<file path="src/rtl/cordic_vectoring.sv">
// Iterative CORDIC vectoring engine: (x, y) in Q0.N_FRAC -> gain-scaled magnitude and
// angle in units of pi. The vector is folded into the right half-plane on load.
module cordic_vectoring #(
    parameter int N_FRAC = 7
) (
    input  logic                     clk_i,
    input  logic                     rst_i,
    input  logic signed [N_FRAC:0]   x_i,
    input  logic signed [N_FRAC:0]   y_i,
    input  logic                     data_in_valid_strobe_i,
    output logic                     ready_o,
    output logic [N_FRAC+2:0]        mag_o,
    output logic signed [N_FRAC:0]   angle_o,
    output logic                     data_out_valid_strobe_o
);

    localparam int XW = N_FRAC + 3;
    localparam int ZW = N_FRAC + 2;
    localparam logic signed [ZW-1:0] HALF       = ZW'(1 << (N_FRAC - 1));
    localparam logic signed [ZW-1:0] MINUS_HALF = -HALF;
    localparam logic signed [ZW-1:0] ANG_MAX    = ZW'((1 << N_FRAC) - 1);
    localparam logic signed [ZW-1:0] ANG_MIN    = -ZW'(1 << N_FRAC);

    typedef enum logic {IDLE, ITER} state_t;

    state_t                 state_q, state_d;
    logic [2:0]             cnt_q, cnt_d;
    logic signed [XW-1:0]   x_q, x_d, y_q, y_d;
    logic signed [ZW-1:0]   z_q, z_d;
    logic [XW-1:0]          mag_q, mag_d;
    logic signed [N_FRAC:0] ang_q, ang_d;
    logic                   vld_q, vld_d;

    logic signed [XW-1:0]   xe, ye, x_sh, y_sh, x_it, y_it;
    logic signed [ZW-1:0]   atan_i, z_it;

    function automatic logic signed [ZW-1:0] atan_lut(input logic [2:0] i);
        case (i)
            3'd0:    atan_lut = ZW'(32);
            3'd1:    atan_lut = ZW'(19);
            3'd2:    atan_lut = ZW'(10);
            3'd3:    atan_lut = ZW'(5);
            3'd4:    atan_lut = ZW'(3);
            3'd5:    atan_lut = ZW'(1);
            3'd6:    atan_lut = ZW'(1);
            default: atan_lut = '0;
        endcase
    endfunction

    always_comb begin
        state_d = state_q;
        cnt_d   = cnt_q;
        x_d     = x_q;
        y_d     = y_q;
        z_d     = z_q;
        mag_d   = mag_q;
        ang_d   = ang_q;
        vld_d   = 1'b0;

        // Sign-extend before negating so that -128 folds without overflow.
        xe     = {{(XW-N_FRAC-1){x_i[N_FRAC]}}, x_i};
        ye     = {{(XW-N_FRAC-1){y_i[N_FRAC]}}, y_i};
        x_sh   = x_q >>> cnt_q;
        y_sh   = y_q >>> cnt_q;
        atan_i = atan_lut(cnt_q);
        if (y_q[XW-1]) begin
            x_it = x_q - y_sh;
            y_it = y_q + x_sh;
            z_it = z_q - atan_i;
        end else begin
            x_it = x_q + y_sh;
            y_it = y_q - x_sh;
            z_it = z_q + atan_i;
        end

        case (state_q)
            IDLE: begin
                if (data_in_valid_strobe_i) begin
                    if (!x_i[N_FRAC]) begin
                        x_d = xe;
                        y_d = ye;
                        z_d = '0;
                    end else if (!y_i[N_FRAC]) begin
                        x_d = ye;
                        y_d = -xe;
                        z_d = HALF;
                    end else begin
                        x_d = -ye;
                        y_d = xe;
                        z_d = MINUS_HALF;
                    end
                    cnt_d   = '0;
                    state_d = ITER;
                end
            end
            ITER: begin
                x_d   = x_it;
                y_d   = y_it;
                z_d   = z_it;
                cnt_d = cnt_q + 3'd1;
                if (cnt_q == 3'd6) begin
                    state_d = IDLE;
                    mag_d   = x_it;
                    vld_d   = 1'b1;
                    if (z_it > ANG_MAX)      ang_d = ANG_MAX[N_FRAC:0];
                    else if (z_it < ANG_MIN) ang_d = ANG_MIN[N_FRAC:0];
                    else                     ang_d = z_it[N_FRAC:0];
                end
            end
            default: state_d = IDLE;
        endcase
    end

    // rst_i is active-low despite its name.
    always_ff @(posedge clk_i or negedge rst_i) begin
        if (!rst_i) begin
            state_q <= IDLE;
            cnt_q   <= '0;
            x_q     <= '0;
            y_q     <= '0;
            z_q     <= '0;
            mag_q   <= '0;
            ang_q   <= '0;
            vld_q   <= 1'b0;
        end else begin
            state_q <= state_d;
            cnt_q   <= cnt_d;
            x_q     <= x_d;
            y_q     <= y_d;
            z_q     <= z_d;
            mag_q   <= mag_d;
            ang_q   <= ang_d;
            vld_q   <= vld_d;
        end
    end

    assign ready_o                 = (state_q == IDLE);
    assign mag_o                   = mag_q;
    assign angle_o                 = ang_q;
    assign data_out_valid_strobe_o = vld_q;

endmodule

</file>
<file path="config.mk">
export PLATFORM = sky130hd
export DESIGN_NAME = cordic_vectoring
export DESIGN_NICKNAME = d
export VERILOG_FILES = /design/src/rtl/cordic_vectoring.sv
export SDC_FILE = /design/constraint.sdc
export NUM_CORES = 1
export LEC_CHECK = 0
export BUFFER_PORTS_ARGS = -buffer_cell sky130_fd_sc_hd__buf_2
export CAP_MARGIN = 10
export CORE_MARGIN = 2
export CORE_UTILIZATION = 65
export DETAILED_ROUTE_END_ITERATION = 8
export PLACE_DENSITY = 0.87
export SLEW_MARGIN = 20
export SYNTH_ARGS = -nofsm -noshare
export SYNTH_HDL_FRONTEND = slang
export SYNTH_SLANG_ARGS = --single-unit
</file>
<file path="constraint.sdc">
create_clock -name clk_i -period 10.4 [get_ports clk_i]
set_clock_uncertainty 0.2 [all_clocks]
set_input_delay 1.56 -clock clk_i [delete_from_list [all_inputs] [get_ports clk_i]]
set_output_delay 1.56 -clock clk_i [all_outputs]
set_load 0.005 [all_outputs]
</file>
* Word level (Yosys, flattened, before mapping)
Index checks and enable logic that the tools add are counted.
Cells by class: add/subtract/negate cells 9, multipliers 0, divide/modulo/power cells 0, order comparisons 2, eq/ne operators 7, shift-type cells 2, muxes and demuxes 25, bitwise logic cells 1, reductions and logical operators 3
Operators by type and width (number):
- 2-to-1 mux 10 bit | 8
- case mux 10 bit (2 select lines) | 2
- 2-to-1 mux 9 bit | 4
- case mux 6 bit (6 select lines) | 1
- adder 10 bit | 2
- negation 8 -> 10 bit | 2
- >>> shifter 10 x 3 -> 10 bit | 2
- subtractor 10 bit | 2
- case mux 9 bit (2 select lines) | 1
- 2-to-1 mux 8 bit | 2
- adder 9 bit | 1
- == test 3 bit (second input constant) | 3
- > comparator 9 x 8 -> 1 bit (second input constant) | 1
- less-than comparator 9 x 8 -> 1 bit (second input constant) | 1
- subtractor 9 bit | 1
- == test 3 x 2 -> 1 bit (second input constant) | 2
- case mux 3 bit (2 select lines) | 1
- 2-to-1 mux 1 bit | 4
- adder 3 x 1 -> 3 bit (second input constant) | 1
- == test 3 x 1 -> 1 bit (second input constant) | 1
- logical NOT 3 bit | 1
- 2-to-1 mux 3 bit | 1
- inequality test 2 bit (second input constant) | 1
- case mux 1 bit (2 select lines) | 1
- other kinds (3) | 3
Word-level totals: flip-flop bits (word level) 52, bits in latches 0, RAM bits 0, bits in read-only memories 0, bits of input ports 19, output and inout port bits 20, word-level logic and storage cells 57, memories kept 0

* Depth between registers and ports, before layout
depth in word-level cells 8, depth in mapped cells 22, gate-level depth less buffers 18

* Worst setup path before layout
OpenSTA, ideal clock, no wires.
kind register to register, from register cnt_q[2], to register ang_q[0], in the netlist angle_o[0], library setup time 0.096 ns, arrival time 4.181 ns, data required time 10.104 ns, path slack 5.923 ns, stages on the path, launching flop included 19, buffers on the path 4, period minus slack after synthesis 4.477 ns, cells stage by stage dfrtp_1 clkbuf_1 clkbuf_1 clkbuf_1 clkbuf_1 o21ai_0 and2_1 ha_1 nand2b_1 a21oi_1 o22a_1 ha_1 and2_1 a31oi_1 nand2_1 o311a_1 a2111oi_4 nor2_1 o31ai_1
On the way: cells in the longest elaborated chain, start to end 8, elaborated cells on any way between the ends 17, those cells by class 2 x add/sub; 2 x order compare; 6 x eq/ne; 4 x mux; 3 x reduce/logical
Ends and longest elaborated chain:
- from (decl) | line 27 | logic [2:0] cnt_q, cnt_d;
- from (signal assigned) | line 127 | cnt_q <= cnt_d;
- == test 3 bit (on tied branches) | line 38, 101
- OR reduction 2 bit (no source line)
- case mux 6 bit (6 select lines) | line 38 | case (i)
- adder 9 bit / subtractor 9 bit (equally long branches) | line 73, 69
- 2-to-1 mux 9 bit | line 66 | if (y_q[XW-1]) begin
- less-than comparator 9 x 8 -> 1 bit | line 106 | else if (z_it < ANG_MIN) ang_d = ANG_MIN[N_FRAC:0];
- 2-to-1 mux 8 bit | line 106
- 2-to-1 mux 8 bit | line 105 | if (z_it > ANG_MAX) ang_d = ANG_MAX[N_FRAC:0];
- to (signal assigned) | line 132 | ang_q <= ang_d;
- to (decl) | line 31 | logic signed [N_FRAC:0] ang_q, ang_d;
Parallel ways exist; a longest one is shown, timed or not. A chain may end at the register's enable or synchronous reset.

* Worst setup path in the final report
Same ends and word-level chain as after synthesis.

==> impl_metrics.ini <==
[clocking]
cts.sinks = 52
cts_tree = yes
root_buffer = clkbuf_8
clk_pin_slew_ns = 0.11
clock_path_buffers = 2
cts-buffers-inserted = 5
cts_resized = 0
htree_num_levels = 2
ctsHoldBuffers = 0
clk_latency_ns = 0.31
post_cts_buffers = 0

[setup_path]
cp-end-kind = flop
reg2reg_from = cnt_q[2]
reg2reg_setup_slack_ns = 5.54
start_kind = flop
worstPathMaxFanout = 46
rr_worst_depth = 18
critical_path.endpoint = angle_o[0]
crit_start = cnt_q[2]
worstPathRequired_ns = 10.42
critPathArrivalTime_ns = 4.87
path_class = flop to flop
worstReg2RegEnd = angle_o[0]

[sta]
setup_tns_ns = 0
tightestPinTransition_ns = 0.9287
finalCritPeriodShare_pct = 46.70
max_freq_ghz = 0.2059
hold_violations = 0
finalCriticalPeriod_ns = 4.856
drv_slew = 0
setup_slack_ns = 5.544
finalSetupViolCount = 0
slew-limit-headroom_pct = 37.91
rsz0062_at_grt = false

[global_routing]
grt_max_degree = 53
antenna_found_initial = 0
grt_usage_pct = 31.30
overflow = 0
grt_pass1_vias = 4679
grt_pass1_wl_um = 22170

[die]
ios = 39
initial_core_util_pct = 67.32
die_h_um = 93.69
core_um2 = 7767
die_w_um = 93.69
die_area_um2 = 8778
row_count = 32

[placement]
dp_slack_ns = 5.650
place.gp.congestion = 0.9275
dp_hpwl_um = 9820
port_buffers = 38

[drt]
drc = 0
ant_nets = 0
drt-pass1-iter-count = 5
routedWlPerCell_um = 17.79
vias_per_cell = 6.601
dr_total_vias = 4885
drt_wl_total_um = 13170
drt-initial-drc-count = 390

[logic_synthesis]
yosysSeqAreaShare_pct = 24.89
synthCells = 624
synth_area_leader_cell = dfrtp_1
synth_edf_count = 0
synth_area_per_cell_um2 = 8.379
synth_top_area_share_pct = 24.89
ys_warn_count = 0
synthArstFlopShare_pct = 100.0
synthFlopType = dfrtp_1
synth_seq_cells = 52
synth.distinct_cells = 65
synth_area_leaders = dfrtp_1 (25%), ha_1 (8.6%), a21oi_1 (5.2%), xnor2_1 (5.0%), mux4_2 (4.3%)
synthesis.area_um2 = 5229
synthesis.nets = 682

[layout]
drive_gt1_share_pct = 12.70
nNetsFinal = 695
syn2layout_area_growth_pct = 5.575
antennaDiodeCount = 0

[flow_run]
cap_violations = 0

[status]
status = finished clean

[min_path]
hold_path.class = flop to flop
==> metrics by stage <==
stage | utilization [%] | cell area (um2) | cells | hold WS (ns)
3_3_place_gp | 69.85 | 5425 | 732 | 0.2567
5_1_grt | 71.07 | 5520 | 740 | 0.3030
3_5_place_dp | 69.85 | 5425 | 732 | 0.2572
4_1_cts | 71.07 | 5520 | 740 | 0.2845
6_report | 71.07 | 5520 | 740 | 0.2830
2_1_floorplan | - | 5229 | 624 | 0.2698
==> sequential cells by signal (all words and copies together) (netlist names) <==
register                 count
mag_o                       10
x_q                         10
y_q                         10
z_q                          9
angle_o                      8
cnt_q                        3
data_out_valid_strobe_o      1
state_q                      1
==> kinds of logic after synthesis <==
group / count (synthesis) / share of synthesized area [%]
AOI/OAI and AO/OA: 191 / 23.43
and+or+nand+nor: 184 / 16.22
buffers and inverters: 65 / 5.121
DFF: 52 / 24.89
muxes: 47 / 12.87
xor gates and xnor gates: 46 / 7.705
adders and majority gates: 39 / 9.763
==> how the worst min path moves through the flow <==
stage,endpoint,from,slack [ns],cells past startpoint
2_1_floorplan,mag_o[6],mag_o[6],0.27,2
3_3_place_gp,mag_o[6],mag_o[6],0.26,2
3_5_place_dp,mag_o[6],mag_o[6],0.26,2
4_1_cts,mag_o[6],mag_o[6],0.28,2
5_1_grt,mag_o[6],mag_o[6],0.30,2
6_report,mag_o[6],mag_o[6],0.28,2
==> Yosys cell counts, types with 7 or more instances <==
| cell | instances |
|---|---|
| o31ai_1 | 11 |
| clkbuf_1 | 23 |
| a21o_1 | 10 |
| a21oi_1 | 54 |
| inv_1 | 24 |
| ha_1 | 36 |
| mux4_2 | 10 |
| dfrtp_1 | 52 |
| a211oi_1 | 15 |
| a31oi_1 | 10 |
| nand2_1 | 60 |
| nand2b_1 | 8 |
| nor2_1 | 59 |
| xor2_1 | 16 |
| o21ai_0 | 38 |
| xnor2_1 | 30 |
| buf_2 | 7 |
| mux2i_1 | 22 |
| nor3_1 | 16 |
| o21ai_1 | 8 |
==> metal layers <==
layer / global-route usage, % / wire length (um) / vias up
li1: - / - / 2296
met1: 41.14 / 5376 / 2351
met2: 52.86 / 6509 / 201
met3: 4.976 / 917 / 37
met4: 10.27 / 361 / 0
met5: 0 / 0 / -
==> layout make-up <==
type                            count  area, um2
Clock buffer                        5      68.82
Inverter                           27      101.3
Multi-Input combinational cell    507       3660
Timing Repair Buffer               44      235.2
Fill cell                         638       2247
Clock inverter                      3      26.28
Tap cell                          102      127.6
Sequential cell                    52       1301
==> cell usage in the layout, fill, tap and decap left out, types with 8 or more instances in the layout <==
cell,count
o31ai_1,11
a21o_1,10
dfrtp_1,52
nor3_1,16
buf_2,38
o21ai_0,38
xor2_1,16
o21ai_1,8
a21oi_1,54
nor2_1,59
mux4_2,10
xnor2_1,30
a211oi_1,15
ha_1,36
mux2i_1,22
nand2b_1,8
inv_1,24
a31oi_1,10
nand2_1,60
==> critical path, cell delays in order (launching register included) <==
cell       delay (ns)
dfrtp_1          0.34
buf_4            0.40
inv_1            0.34
ha_1             0.36
nor2_1           0.13
and2_1           0.17
ha_1             0.18
nand2b_1         0.11
nor2_1           0.11
nor2_1           0.05
o22a_1           0.19
ha_1             0.34
and2_1           0.20
a31oi_1          0.15
nand2_1          0.10
o311a_1          0.34
a2111oi_4        0.57
nor2_1           0.18
o31ai_1          0.28
Power is left out: the tool's default activity adds up to more than one toggle a clock period on the data nets, which glitch-free logic cannot reach.
